### src/rtl/matrix_fill_arbiter.sv
// matrix_fill_arbiter
// Shares the single host port of the LED matrix frame memory (512 x 24-bit
// RGB) between CPU pass-through accesses and a fill engine that writes a
// constant colour to a run of consecutive addresses. The CPU has priority.
// A starvation counter forces one engine grant after STARVE_LIMIT denials.
//
// Ports:
//   csi_clk, rsi_reset_n   clock, asynchronous active-low reset
//   avs_s0_*               CPU pass-through slave (9-bit word address,
//                          24-bit data, waitrequest)
//   avs_s1_*               CSR slave: 0 COLOR, 1 START, 2 COUNT, 3 CTRL
//                          (zero wait, combinational readdata)
//   avm_m0_*               frame memory host port (readdata one cycle late)
//   irq                    level interrupt, done & irq_en
module matrix_fill_arbiter #(
  parameter int STARVE_LIMIT = 4
) (
  input  logic        csi_clk,
  input  logic        rsi_reset_n,
  input  logic [8:0]  avs_s0_address,
  input  logic [23:0] avs_s0_writedata,
  input  logic [3:0]  avs_s0_byteenable,
  input  logic        avs_s0_write,
  input  logic        avs_s0_read,
  output logic [23:0] avs_s0_readdata,
  output logic        avs_s0_waitrequest,
  input  logic [1:0]  avs_s1_address,
  input  logic [31:0] avs_s1_writedata,
  input  logic        avs_s1_write,
  input  logic        avs_s1_read,
  output logic [31:0] avs_s1_readdata,
  output logic [8:0]  avm_m0_address,
  output logic [23:0] avm_m0_writedata,
  output logic [3:0]  avm_m0_byteenable,
  output logic        avm_m0_write,
  input  logic [23:0] avm_m0_readdata,
  output logic        irq
);

  typedef enum logic [1:0] {
    ENG_IDLE   = 2'd0,
    ENG_RUN    = 2'd1,
    ENG_FINISH = 2'd2
  } eng_state_t;

  typedef enum logic {
    PORT_FREE   = 1'b0,
    PORT_CPU_RD = 1'b1
  } port_state_t;

  localparam logic [3:0] STARVE_MAX = 4'(STARVE_LIMIT);

  // CSR shadow registers
  logic [23:0] color_r;
  logic [8:0]  start_r;
  logic [9:0]  count_r;
  logic        irq_en_r;
  logic        done_r;

  // Working copy of the fill in progress
  logic [23:0] work_color_r;
  logic [8:0]  work_addr_r;
  logic [9:0]  remaining_r;
  logic [3:0]  starve_r;

  eng_state_t  eng_state_r, eng_state_nxt_s;
  port_state_t port_state_r, port_state_nxt_s;

  logic cpu_req_s, eng_run_s, grant_eng_s, grant_cpu_s;
  logic ctrl_wr_s, go_s, busy_s;
  logic unused_s;

  assign unused_s  = ^avs_s1_writedata[31:24];
  assign cpu_req_s = avs_s0_read | avs_s0_write;
  assign eng_run_s = (eng_state_r == ENG_RUN);
  assign busy_s    = eng_run_s;
  assign ctrl_wr_s = avs_s1_write && (avs_s1_address == 2'd3);
  assign go_s      = ctrl_wr_s && avs_s1_writedata[0];
  assign irq       = done_r & irq_en_r;

  // Port arbitration and combinational drive of the memory/CPU signals
  always_comb begin
    grant_eng_s        = 1'b0;
    grant_cpu_s        = 1'b0;
    port_state_nxt_s   = port_state_r;
    avm_m0_address     = 9'd0;
    avm_m0_writedata   = 24'd0;
    avm_m0_byteenable  = 4'd0;
    avm_m0_write       = 1'b0;
    avs_s0_waitrequest = 1'b0;
    avs_s0_readdata    = 24'd0;
    case (port_state_r)
      PORT_FREE: begin
        // >= rather than == so a count that overshoots during CPU_RD still forces
        if (eng_run_s && (starve_r >= STARVE_MAX)) begin
          grant_eng_s = 1'b1;
        end else if (cpu_req_s) begin
          grant_cpu_s = 1'b1;
        end else begin
          grant_eng_s = eng_run_s;
        end
        if (grant_eng_s) begin
          avm_m0_address    = work_addr_r;
          avm_m0_writedata  = work_color_r;
          avm_m0_byteenable = 4'b0111;
          avm_m0_write      = 1'b1;
        end else if (grant_cpu_s) begin
          avm_m0_address    = avs_s0_address;
          avm_m0_writedata  = avs_s0_writedata;
          avm_m0_byteenable = avs_s0_byteenable;
          avm_m0_write      = avs_s0_write;
        end else begin
          avm_m0_write      = 1'b0;
        end
        // Only a granted write completes in the issue cycle
        avs_s0_waitrequest = cpu_req_s & ~(grant_cpu_s & avs_s0_write);
        if (grant_cpu_s && avs_s0_read) begin
          port_state_nxt_s = PORT_CPU_RD;
        end else begin
          port_state_nxt_s = PORT_FREE;
        end
      end
      PORT_CPU_RD: begin
        avs_s0_readdata    = avm_m0_readdata;
        avs_s0_waitrequest = 1'b0;
        port_state_nxt_s   = PORT_FREE;
      end
      default: begin
        port_state_nxt_s = PORT_FREE;
      end
    endcase
  end

  // Fill engine next-state logic
  always_comb begin
    eng_state_nxt_s = eng_state_r;
    case (eng_state_r)
      ENG_IDLE: begin
        if (go_s) begin
          eng_state_nxt_s = (count_r != 10'd0) ? ENG_RUN : ENG_FINISH;
        end else begin
          eng_state_nxt_s = ENG_IDLE;
        end
      end
      ENG_RUN: begin
        if (grant_eng_s && (remaining_r == 10'd1)) begin
          eng_state_nxt_s = ENG_FINISH;
        end else begin
          eng_state_nxt_s = ENG_RUN;
        end
      end
      ENG_FINISH: eng_state_nxt_s = ENG_IDLE;
      default:    eng_state_nxt_s = ENG_IDLE;
    endcase
  end

  // State registers for engine and port
  always_ff @(posedge csi_clk or negedge rsi_reset_n) begin
    if (!rsi_reset_n) begin
      eng_state_r  <= ENG_IDLE;
      port_state_r <= PORT_FREE;
    end else begin
      eng_state_r  <= eng_state_nxt_s;
      port_state_r <= port_state_nxt_s;
    end
  end

  // Working registers: captured on GO, advanced on each engine grant
  always_ff @(posedge csi_clk or negedge rsi_reset_n) begin
    if (!rsi_reset_n) begin
      work_color_r <= 24'd0;
      work_addr_r  <= 9'd0;
      remaining_r  <= 10'd0;
    end else if ((eng_state_r == ENG_IDLE) && go_s && (count_r != 10'd0)) begin
      work_color_r <= color_r;
      work_addr_r  <= start_r;
      remaining_r  <= count_r;
    end else if (grant_eng_s) begin
      work_addr_r  <= work_addr_r + 9'd1;
      remaining_r  <= remaining_r - 10'd1;
    end else begin
      work_addr_r  <= work_addr_r;
    end
  end

  // Starvation counter: counts denied RUN cycles, saturating
  always_ff @(posedge csi_clk or negedge rsi_reset_n) begin
    if (!rsi_reset_n) begin
      starve_r <= 4'd0;
    end else if (!eng_run_s || grant_eng_s) begin
      starve_r <= 4'd0;
    end else if (starve_r != 4'hF) begin
      starve_r <= starve_r + 4'd1;
    end else begin
      starve_r <= starve_r;
    end
  end

  // CSR writes; FINISH beats a simultaneous DONE_CLR
  always_ff @(posedge csi_clk or negedge rsi_reset_n) begin
    if (!rsi_reset_n) begin
      color_r  <= 24'd0;
      start_r  <= 9'd0;
      count_r  <= 10'd0;
      irq_en_r <= 1'b0;
      done_r   <= 1'b0;
    end else begin
      if (avs_s1_write) begin
        case (avs_s1_address)
          2'd0:    color_r  <= avs_s1_writedata[23:0];
          2'd1:    start_r  <= avs_s1_writedata[8:0];
          2'd2:    count_r  <= avs_s1_writedata[9:0];
          2'd3:    irq_en_r <= avs_s1_writedata[1];
          default: color_r  <= color_r;
        endcase
      end
      if (eng_state_r == ENG_FINISH) begin
        done_r <= 1'b1;
      end else if (ctrl_wr_s && avs_s1_writedata[2]) begin
        done_r <= 1'b0;
      end else begin
        done_r <= done_r;
      end
    end
  end

  // CSR readback
  always_comb begin
    avs_s1_readdata = 32'd0;
    if (avs_s1_read) begin
      case (avs_s1_address)
        2'd0:    avs_s1_readdata = {8'd0, color_r};
        2'd1:    avs_s1_readdata = {23'd0, start_r};
        2'd2:    avs_s1_readdata = {22'd0, count_r};
        2'd3:    avs_s1_readdata = {29'd0, irq_en_r, done_r, busy_s};
        default: avs_s1_readdata = 32'd0;
      endcase
    end else begin
      avs_s1_readdata = 32'd0;
    end
  end

endmodule

### config.mk
export PLATFORM = sky130hd
export DESIGN_NAME = matrix_fill_arbiter
export DESIGN_NICKNAME = d
export VERILOG_FILES = /design/src/rtl/matrix_fill_arbiter.sv
export SDC_FILE = /design/constraint.sdc
export NUM_CORES = 1
export LEC_CHECK = 0
export ABC_CLOCK_PERIOD_IN_PS = 2600
export BUFFER_PORTS_ARGS = -buffer_cell sky130_fd_sc_hd__clkbuf_2
export CAP_MARGIN = 20
export CORE_ASPECT_RATIO = 1.2
export CORE_MARGIN = 3
export CORE_UTILIZATION = 49
export DETAILED_ROUTE_END_ITERATION = 8
export PLACE_DENSITY = 0.8
export SYNTH_ARGS = -nofsm -noshare
export SYNTH_HDL_FRONTEND = slang
export SYNTH_SLANG_ARGS = --single-unit
export TNS_END_PERCENT = 30
### constraint.sdc
create_clock -name csi_clk -period 2.6 [get_ports csi_clk]
set_input_delay 0.78 -clock csi_clk [delete_from_list [all_inputs] [get_ports csi_clk]]
set_output_delay 0.78 -clock csi_clk [all_outputs]
set_load 0.005 [all_outputs]
==> impl_metrics.ini, run 1 <==
[timing]
rsz0062_at_grt = true
worst-slew-pin-transition_ns = 0.5466
holdWs_ns = 0.3869
worst_slack_ns = 0.01654
fin_worst_skew_ns = 0.006256
report.final.setup_viol = 0
final_hold_viols = 0
slew_headroom_pct = 63.45
min_period_ns = 2.583
min_period_over_period_pct = 99.36
finalMaxSlewViolations = 0
maximum_operating_frequency_mhz = 387.1

[finish]
areaGrowthSynthToFinish_pct = 31.74
seq_area_um2 = 2377
mostFrequentLayoutCells = 177 x clkbuf_2, 110 x nand2_1, 95 x dfrtp_1, 49 x and2_1, 42 x mux2_2
nNetsFinal = 813
post-route-cell-area_um2 = 6638
final.fill_count = 759
num_antenna_cells = 0
most_common_cell_after_layout_fill_and_taps_aside = clkbuf_2
post_route_cells_drive_above_1_share_pct = 40.93
stdcell_count = 834
multi_input_comb_area_um2 = 2514

[floorplanning]
coreArea_um2 = 9759
ioPinCount = 197
fp.dieArea_um2 = 11540
die_width_um = 98.57
rows = 39
floorplan.initialDensity_pct = 51.63
die-height_um = 117.1

[clocking]
clock-sinks = 95
worst_skew_pair.late_latency_ns = 0.34
clock_tree_from_tritoncts = done
clock_path_buffers = 2
cts_made_buffers = 9
holdBufCountCts = 0
clk_pin_slew_worst_paths_ns = 0.06
htree_num_levels = 3
cts_root_buffer = clkbuf_16

[global_routing]
grt_pass1_vias = 4514
track_usage_pct = 23.68
grt_pass1_wl_mm = 21.80
grt_overflow = 0
grt_antenna_before_repair = 0
grt_max_degree = 40

[setup_path]
worstSetupEndpointType = primary output
worst-endpoint-arrival_ns = 1.80
regToRegStartpoint = count_r[4]$_DFFE_PN0P_
reg2reg_depth = 6
worstSetupPathType = flip-flop to primary output
r2r_end = work_addr_r[1]$_DFFE_PN0P_
critical_path.max_fanout = 14
worst_setup_path_start_kind = flip-flop
setup.reg_to_reg.worst_slack_ns = 0.65
critical_path_required_ns = 1.82

[place]
gp_congestion = 0.9195
post_dp_cell_area_um2 = 6142
dp_hpwl_mm = 10.20
dp_cells = 807
dpl_worst_slack_ns = -0.05154
io_buffer_count = 180

[logic_synthesis]
most_area_hungry_cell_type_in_the_yosys_netlist = dfrtp_1
yosys-top-cells-area = dfrtp_1 47%, mux2_2 9.4%, nand2_1 8.3%
post_synthesis_compound_gate_area_fraction_pct = 11.62
yosysWarnings = 0
synth_top_family_by_area = simple AND/OR/NAND/NOR gates
postSynth.asyncResetShare_pct = 100.0
share_of_the_synthesized_area_in_the_top_cell_type_pct = 47.18
synth-simple-area-share_pct = 21.58
synth_seq_area_share_pct = 47.18
synthesized_area_fraction_occupied_by_adder_cells_pct = 0.9933
flip_flop_and_latch_count_after_synthesis = 95
synth_edf_count = 0
netlist-cell-type-count = 49
syn-cell-area_um2 = 5039
synth_top_flop_cell = dfrtp_1
synth.mux.area_fraction_pct = 12.32
synth_cells = 511
syn-mean-instance-area_um2 = 9.860
synth_xor_xnor_area_share_pct = 1.564

[pwr]
power.density_cell_area_nw_per_um2 = 928.5
vdd.ir_drop.worst_mv = 0.4833
leakage_nw = 3.411

[outcome]
status = finished clean

[route]
firstDrtPassIters = 7
wire_per_inst_um = 17.04
drtAntennaViolNets = 0
drt_drc_violations_left = 0
initialDrtViolationCount = 287
dr_total_vias = 4569
detail_route.wirelength_mm = 14.22
avgViaCountPerCell = 5.478

[run]
maxCapViolCount = 0

[min_path]
holdCritPathClass = input port to asynchronous set/reset pin
-- state kept, by name (all words and copies together) (netlist names) --
name / cells
irq_en_r: 1
count_r: 10
work_addr_r: 9
work_color_r: 24
start_r: 9
remaining_r: 10
color_r: 24
eng_state_r: 2
port_state_r: 1
done_r: 1
starve_r: 4
-- final cells by class --
class                   instances  share of cell area, %
clock buffers                  13                  3.770
inverters                       7                 0.3959
clock inverters                 1                 0.4524
repair buffers                216                  19.38
multi-input cells             379                  37.87
flip-flops and latches         95                  35.82
well taps                     123                  2.319
-- synth_stat cells, types with 2 or more instances --
library cell / n
o21ai_0: 21
and3_1: 3
nand3_1: 11
nor2_1: 20
inv_1: 7
nand4_1: 2
a22o_1: 32
xor2_1: 5
nor3_1: 7
nand2b_1: 2
nor4_1: 4
o211ai_1: 3
dfrtp_1: 95
xnor2_1: 4
buf_6: 2
buf_2: 17
mux2_2: 42
and2b_1: 2
nand3b_1: 3
mux2i_1: 8
mux4_2: 3
clkbuf_1: 9
a221o_1: 5
buf_4: 9
nand2_1: 111
a21oi_1: 8
ha_1: 4
and2_1: 51
-- per-layer routing --
| metal | global-route usage, % | wire (um) | part of all wire [%] |
|---|---|---|---|
| met4 | 7.923 | 210 | 1.5 |
| met3 | 5.216 | 1136 | 8.0 |
| met5 | 0 | 0 | 0 |
| met2 | 42.81 | 7384 | 52 |
| met1 | 28.17 | 5484 | 39 |
-- kinds of logic after synthesis --
| logic type | count (synthesis) |
|---|---|
| xor+xnor | 9 |
| other cells | 1 |
| flops | 95 |
| mux | 53 |
| simple gates | 225 |
| buf+inv | 44 |
| fa+ha+maj | 4 |
| compound gates | 80 |
-- power breakdown --
group	total [W]	switching [W]	leakage, nW	internal (W)
clock network	0.00129	0.000523	0.136	0.000763
registers	0.00240	0.000432	1.19	0.00196
logic	0.00248	0.00120	2.09	0.00128
total	0.00616	0.00216	3.41	0.00401
-- repair_timing --
action	4_1_cts	5_1_grt
gates cloned	1	2
gates resized for setup	12	16
endpoints found under the setup margin	33	52
buffers inserted	6	4
pin swaps	4	10
-- stage by stage --
stage | TNS, ns | total power [W] | util (%)
final | 0 | 0.006163 | 68.01
after global routing | -0.4473 | 0.006552 | 68.01
after CTS | -0.002039 | 0.006042 | 66.90
after global placement | -0.1824 | 0.004498 | 62.94
after floorplan | 0 | 0.003632 | -
after detailed placement | -0.3278 | 0.004595 | 62.94
-- worst max-delay path by stage --
stage / endpoint / start / slack (ns) / depth (start not counted)
3_3_place_gp: avm_m0_writedata[18] / avs_s0_read / -0.03 / 6
5_1_grt: avm_m0_writedata[9] / starve_r[3]$_DFFE_PN0P_ / -0.03 / 5
2_1_floorplan: avm_m0_address[1] / avs_s0_read / 0.09 / 6
3_5_place_dp: avm_m0_writedata[18] / avs_s0_read / -0.05 / 6
6_report: avm_m0_writedata[9] / starve_r[3]$_DFFE_PN0P_ / 0.02 / 5
4_1_cts: avs_s1_readdata[0] / eng_state_r[0]$_DFF_PN0_ / -0.002 / 5
-- worst max-delay path: stages (launching register included) --
cell and delay, ns:
dfrtp_1 0.39, or2_4 0.27, o211a_4 0.28, buf_12 0.16
a22o_1 0.25, clkbuf_2 0.11
Note: power is estimated with default switching activity, not from simulation.
==> inputs of run 2 (changes only) <==
--- a/config.mk
+++ b/config.mk
@@ -12,6 +12,7 @@
 export CORE_MARGIN = 3
 export CORE_UTILIZATION = 49
 export DETAILED_ROUTE_END_ITERATION = 8
+export MAX_ROUTING_LAYER = met4
 export PLACE_DENSITY = 0.8
 export SYNTH_ARGS = -nofsm -noshare
 export SYNTH_HDL_FRONTEND = slang
==> impl_metrics.ini, run 2 (synthesis results as in run 1) <==
[outcome]
status = finished clean

[setup_path]
path_delay_family = compound AO/OA/AOI/OAI gates
path_buf_inv = 2
critical_path.max_fanout = 14
worst_path_max_delay_cell = dfrtp_1
setup.reg_to_reg.worst_slack_ns = 0.64
worst-endpoint-arrival_ns = 1.81
cp_slowest_stage_delay_ns = 0.39
worstSetupEndpointType = primary output
worst_setup_path_start_kind = flip-flop
critical_path_required_ns = 1.82
path_cells = or2_4, o211a_4, buf_12, a22o_1, clkbuf_2
worstSetupPathType = flip-flop to primary output

[finish]
areaGrowthSynthToFinish_pct = 31.74
fin_util_pct = 68.01
multi_input_comb_area_um2 = 2514
num_antenna_cells = 0
final.fill_count = 759
mostFrequentLayoutCells = 177 x clkbuf_2, 110 x nand2_1, 95 x dfrtp_1, 49 x and2_1, 42 x mux2_2
nNetsFinal = 813
largest_registers = color_r x24, work_color_r x24
most_common_cell_after_layout_fill_and_taps_aside = clkbuf_2
post_route_cells_drive_above_1_share_pct = 40.93
seq_area_um2 = 2377
stdcell_count = 834

[route]
dr_total_vias = 4555
wire_per_inst_um = 17.02
initialDrtViolationCount = 268
detail_route.wirelength_mm = 14.20
drt_drc_violations_left = 0
firstDrtPassIters = 4
avgViaCountPerCell = 5.462
drtAntennaViolNets = 0

[global_routing]
grt_util_met1_pct = 28.67
met3_usage_pct = 4.683
globalRouteMet2Util_pct = 42.67
grt_overflow = 0
grt_pass1_wl_mm = 21.79
grt_busiest_layer = met2
grt_max_degree = 40
grt_pass1_vias = 4512
grt_antenna_before_repair = 0
track_usage_pct = 24.43

[timing]
finalMaxSlewViolations = 0
worst-slew-pin-transition_ns = 0.5453
rsz0062_at_grt = true
fin_worst_skew_ns = 0.004986
min_period_over_period_pct = 99.48
min_period_ns = 2.587
worst_slack_ns = 0.01348
report.final.setup_viol = 0
holdWs_ns = 0.3852
slew_headroom_pct = 63.54
maximum_operating_frequency_mhz = 386.6
final_hold_viols = 0

[pwr]
vdd.ir_drop.worst_mv = 0.4822
power.density_cell_area_nw_per_um2 = 928.3
leakage_nw = 3.411

[run]
maxCapViolCount = 0

[place]
gp_congestion = 0.9357
dpl_worst_slack_ns = -0.05154
dp_cells = 807
io_buffer_count = 180
dp_hpwl_mm = 10.20

[floorplanning]
floorplan.initialDensity_pct = 51.63
die-height_um = 117.1
die_width_um = 98.57
rows = 39
ioPinCount = 197
fp.dieArea_um2 = 11540
coreArea_um2 = 9759

[clocking]
worst_skew_pair.late_latency_ns = 0.34
clk_pin_slew_worst_paths_ns = 0.06
holdBufCountCts = 0
cts_made_buffers = 9
cts_root_buffer = clkbuf_16
clock-sinks = 95
clock_tree_from_tritoncts = done
htree_num_levels = 3
clock_path_buffers = 2

[min_path]
holdCritPathClass = input port to asynchronous set/reset pin
==> run 2: report_power, final <==
part | internal, W | switching (W)
logic | 0.00128 | 0.00120
registers | 0.00196 | 0.000431
clock network | 0.000762 | 0.000522
==> run 2: final cells by class <==
| class | count | share of cell area (%) |
|---|---|---|
| clock inverters | 1 | 0.4524 |
| flip-flops and latches | 95 | 35.82 |
| clock buffers | 13 | 3.770 |
| inverters | 7 | 0.3959 |
| repair buffers | 216 | 19.38 |
| well taps | 123 | 2.319 |
| multi-input cells | 379 | 37.87 |
==> run 2: worst reg2reg max path: cells and delay by family (launching register included) <==
kind	cells	cell delay, ns
and+or+nand+nor	3	0.82
AOI/OAI and AO/OA	2	0.38
buffers and inverters	1	0.23
DFF	1	0.43
==> run 2: routing by layer <==
| metal | part of all wire, % | vias to the layer above | wire length (um) |
|---|---|---|---|
| li1 | - | 2144 | - |
| met1 | 39 | 2188 | 5514 |
| met2 | 52 | 204 | 7378 |
| met3 | 7.3 | 19 | 1040 |
| met4 | 1.9 | 0 | 263 |
| met5 | 0 | - | 0 |
==> run 2: through the flow <==
stage / area (um2) / setup TNS (ns) / total power (W)
2_1_floorplan: 5065 / 0 / 0.003632
3_3_place_gp: 6142 / -0.1824 / 0.004498
3_5_place_dp: 6142 / -0.3278 / 0.004595
4_1_cts: 6529 / -0.002039 / 0.006042
5_1_grt: 6638 / -0.4472 / 0.006551
6_report: 6638 / 0 / 0.006162
==> run 2: worst paths after layout <==
check / startpoint / to / depth (start not counted)
setup / recovery: starve_r[3]$_DFFE_PN0P_ / avm_m0_writedata[9] / 5
hold / removal: rsi_reset_n / color_r[12]$_DFFE_PN0P_ / 1
setup reg to reg: count_r[4]$_DFFE_PN0P_ / work_addr_r[1]$_DFFE_PN0P_ / 6
hold reg to reg: work_color_r[10]$_DFFE_PN0P_ / work_color_r[10]$_DFFE_PN0P_ / 2
max in group asynchronous: rsi_reset_n / work_color_r[1]$_DFFE_PN0P_ / 2
min in group csi_clk: work_color_r[10]$_DFFE_PN0P_ / work_color_r[10]$_DFFE_PN0P_ / 2
==> run 2: repair_timing <==
| action | 4_1_cts | 5_1_grt |
|---|---|---|
| resized for setup | 12 | 16 |
| gates cloned | 1 | 2 |
| pin swaps | 4 | 10 |
| setup buffers | 6 | 4 |
| endpoints found under the hold margin | 0 | 0 |
| setup endpoints to repair | 33 | 52 |
==> inputs of run 3 (changes only) <==
--- a/config.mk
+++ b/config.mk
@@ -5,7 +5,7 @@
 export SDC_FILE = /design/constraint.sdc
 export NUM_CORES = 1
 export LEC_CHECK = 0
-export ABC_CLOCK_PERIOD_IN_PS = 2600
+export ABC_CLOCK_PERIOD_IN_PS = 2400
 export BUFFER_PORTS_ARGS = -buffer_cell sky130_fd_sc_hd__clkbuf_2
 export CAP_MARGIN = 20
 export CORE_ASPECT_RATIO = 1.2
==> constraint.sdc (replaced) <==
create_clock -name csi_clk -period 2.4 [get_ports csi_clk]
set_input_delay 0.72 -clock csi_clk [delete_from_list [all_inputs] [get_ports csi_clk]]
set_output_delay 0.72 -clock csi_clk [all_outputs]
set_load 0.005 [all_outputs]
==> impl_metrics.ini, run 3 (synthesis results as in run 1) <==
[outcome]
status = finished with violations
failed_checks = setup timing

[clocking]
cts_root_buffer = clkbuf_16
clock-sinks = 95
clock_path_buffers = 2
htree_num_levels = 3
holdBufCountCts = 0
cts_made_buffers = 9
worst_skew_pair.late_latency_ns = 0.35
clock_tree_from_tritoncts = done
clk_pin_slew_worst_paths_ns = 0.07

[finish]
fin_util_pct = 68.78
most_common_cell_after_layout_fill_and_taps_aside = clkbuf_2
post_route_cells_drive_above_1_share_pct = 41.50
multi_input_comb_area_um2 = 2496
largest_registers = color_r x24, work_color_r x24
final.fill_count = 752
seq_area_um2 = 2377
num_antenna_cells = 0
areaGrowthSynthToFinish_pct = 33.23
mostFrequentLayoutCells = 176 x clkbuf_2, 109 x nand2_1, 95 x dfrtp_1, 49 x and2_1, 42 x mux2_2
stdcell_count = 841
nNetsFinal = 818

[pwr]
power.density_cell_area_nw_per_um2 = 1025
total_power_w = 0.006883
leakage_nw = 3.454
vdd.ir_drop.worst_mv = 0.5509

[setup_path]
critical_path.max_fanout = 5
worst-endpoint-arrival_ns = 1.84
path_cells = and2b_2, buf_6, mux4_2, and2_4, clkbuf_2
worst_path_max_delay_cell = mux4_2
worst_setup_path_start_kind = flip-flop
cp_slowest_stage_delay_ns = 0.48
critical_path_required_ns = 1.68
path_delay_family = multiplexers
worstSetupEndpointType = primary output
worstSetupPathType = flip-flop to primary output
path_buf_inv = 2

[route]
initialDrtViolationCount = 322
drtAntennaViolNets = 0
detail_route.wirelength_mm = 14.49
avgViaCountPerCell = 5.546
drt_drc_violations_left = 0
firstDrtPassIters = 5
dr_total_vias = 4664
wire_per_inst_um = 17.23

[timing]
report.final.setup_viol = 34
finalMaxSlewViolations = 0
min_period_over_period_pct = 106.8
slew_headroom_pct = 61.59
final_hold_viols = 0
rsz0062_at_grt = true
final_sum_of_negative_setup_slack_ns = -2.426
worst_slack_ns = -0.1640
min_period_ns = 2.564
fin_worst_skew_ns = 0.007707
maximum_operating_frequency_mhz = 390.0
worst-slew-pin-transition_ns = 0.5744

[global_routing]
grt_overflow = 0
track_usage_pct = 25.90
grt_pass1_wl_mm = 22.93
grt_max_degree = 44
grt_pass1_vias = 4702
grt_antenna_before_repair = 0

[floorplanning]
ioPinCount = 197
die_width_um = 98.57
die-height_um = 117.1
rows = 39
floorplan.initialDensity_pct = 51.63
fp.dieArea_um2 = 11540
coreArea_um2 = 9759

[place]
dp_cells = 813
io_buffer_count = 180
dpl_worst_slack_ns = -0.1384
dp_hpwl_mm = 10.61
gp_congestion = 0.9482

[run]
maxCapViolCount = 0

[min_path]
holdCritPathClass = input port to asynchronous set/reset pin
run 3: metrics by stage:
step / cell area [um2] / hold WS, ns
2_1_floorplan: 5065 / 0.4244
3_3_place_gp: 6212 / 0.4596
3_5_place_dp: 6212 / 0.4639
4_1_cts: 6674 / 0.3814
5_1_grt: 6713 / 0.4015
6_report: 6713 / 0.3655
run 3: routing by layer:
| layer | up-vias | global-route usage (%) | routed length [um] |
|---|---|---|---|
| met2 | 243 | 46.23 | 7489 |
| li1 | 2150 | - | - |
| met1 | 2248 | 28.69 | 5438 |
| met5 | - | - | 0 |
| met4 | 0 | 10.47 | 346 |
| met3 | 23 | 4.920 | 1214 |
run 3: final cells by class:
class	instances	share of cell area, %
sequential	95	35.41
timing repair buffer	221	19.78
tap	123	2.293
inverter	7	0.3914
clock buffer	10	3.560
multi-input combinational	379	37.19
clock inverter	6	1.379
run 3: final timing paths:
kind / from / end / slack [ns] / cells after the start
max: eng_state_r[0]$_DFF_PN0_ / avs_s1_readdata[0] / -0.16 / 5
min in group csi_clk: work_color_r[12]$_DFFE_PN0P_ / work_color_r[12]$_DFFE_PN0P_ / 0.48 / 2
max in group asynchronous: rsi_reset_n / work_color_r[19]$_DFFE_PN0P_ / 1.36 / 2
min: rsi_reset_n / color_r[11]$_DFFE_PN0P_ / 0.37 / 1
max reg2reg: eng_state_r[0]$_DFF_PN0_ / remaining_r[9]$_DFFE_PN0P_ / 0.42 / 6
min reg2reg: work_color_r[12]$_DFFE_PN0P_ / work_color_r[12]$_DFFE_PN0P_ / 0.48 / 2
run 3: timing repair:
item                                    CTS  global route
resized for setup                        16            10
setup buffers                             8             4
pin swaps                                24             2
cloned                                    1             0
endpoints found under the setup margin   43            60
run 3: power by group:
group / total (W) / switching, W / internal, W
Clock: 0.00158 / 0.000627 / 0.000948
Combinational: 0.00270 / 0.00130 / 0.00141
Sequential: 0.00261 / 0.000479 / 0.00213
Total: 0.00688 / 0.00240 / 0.00448
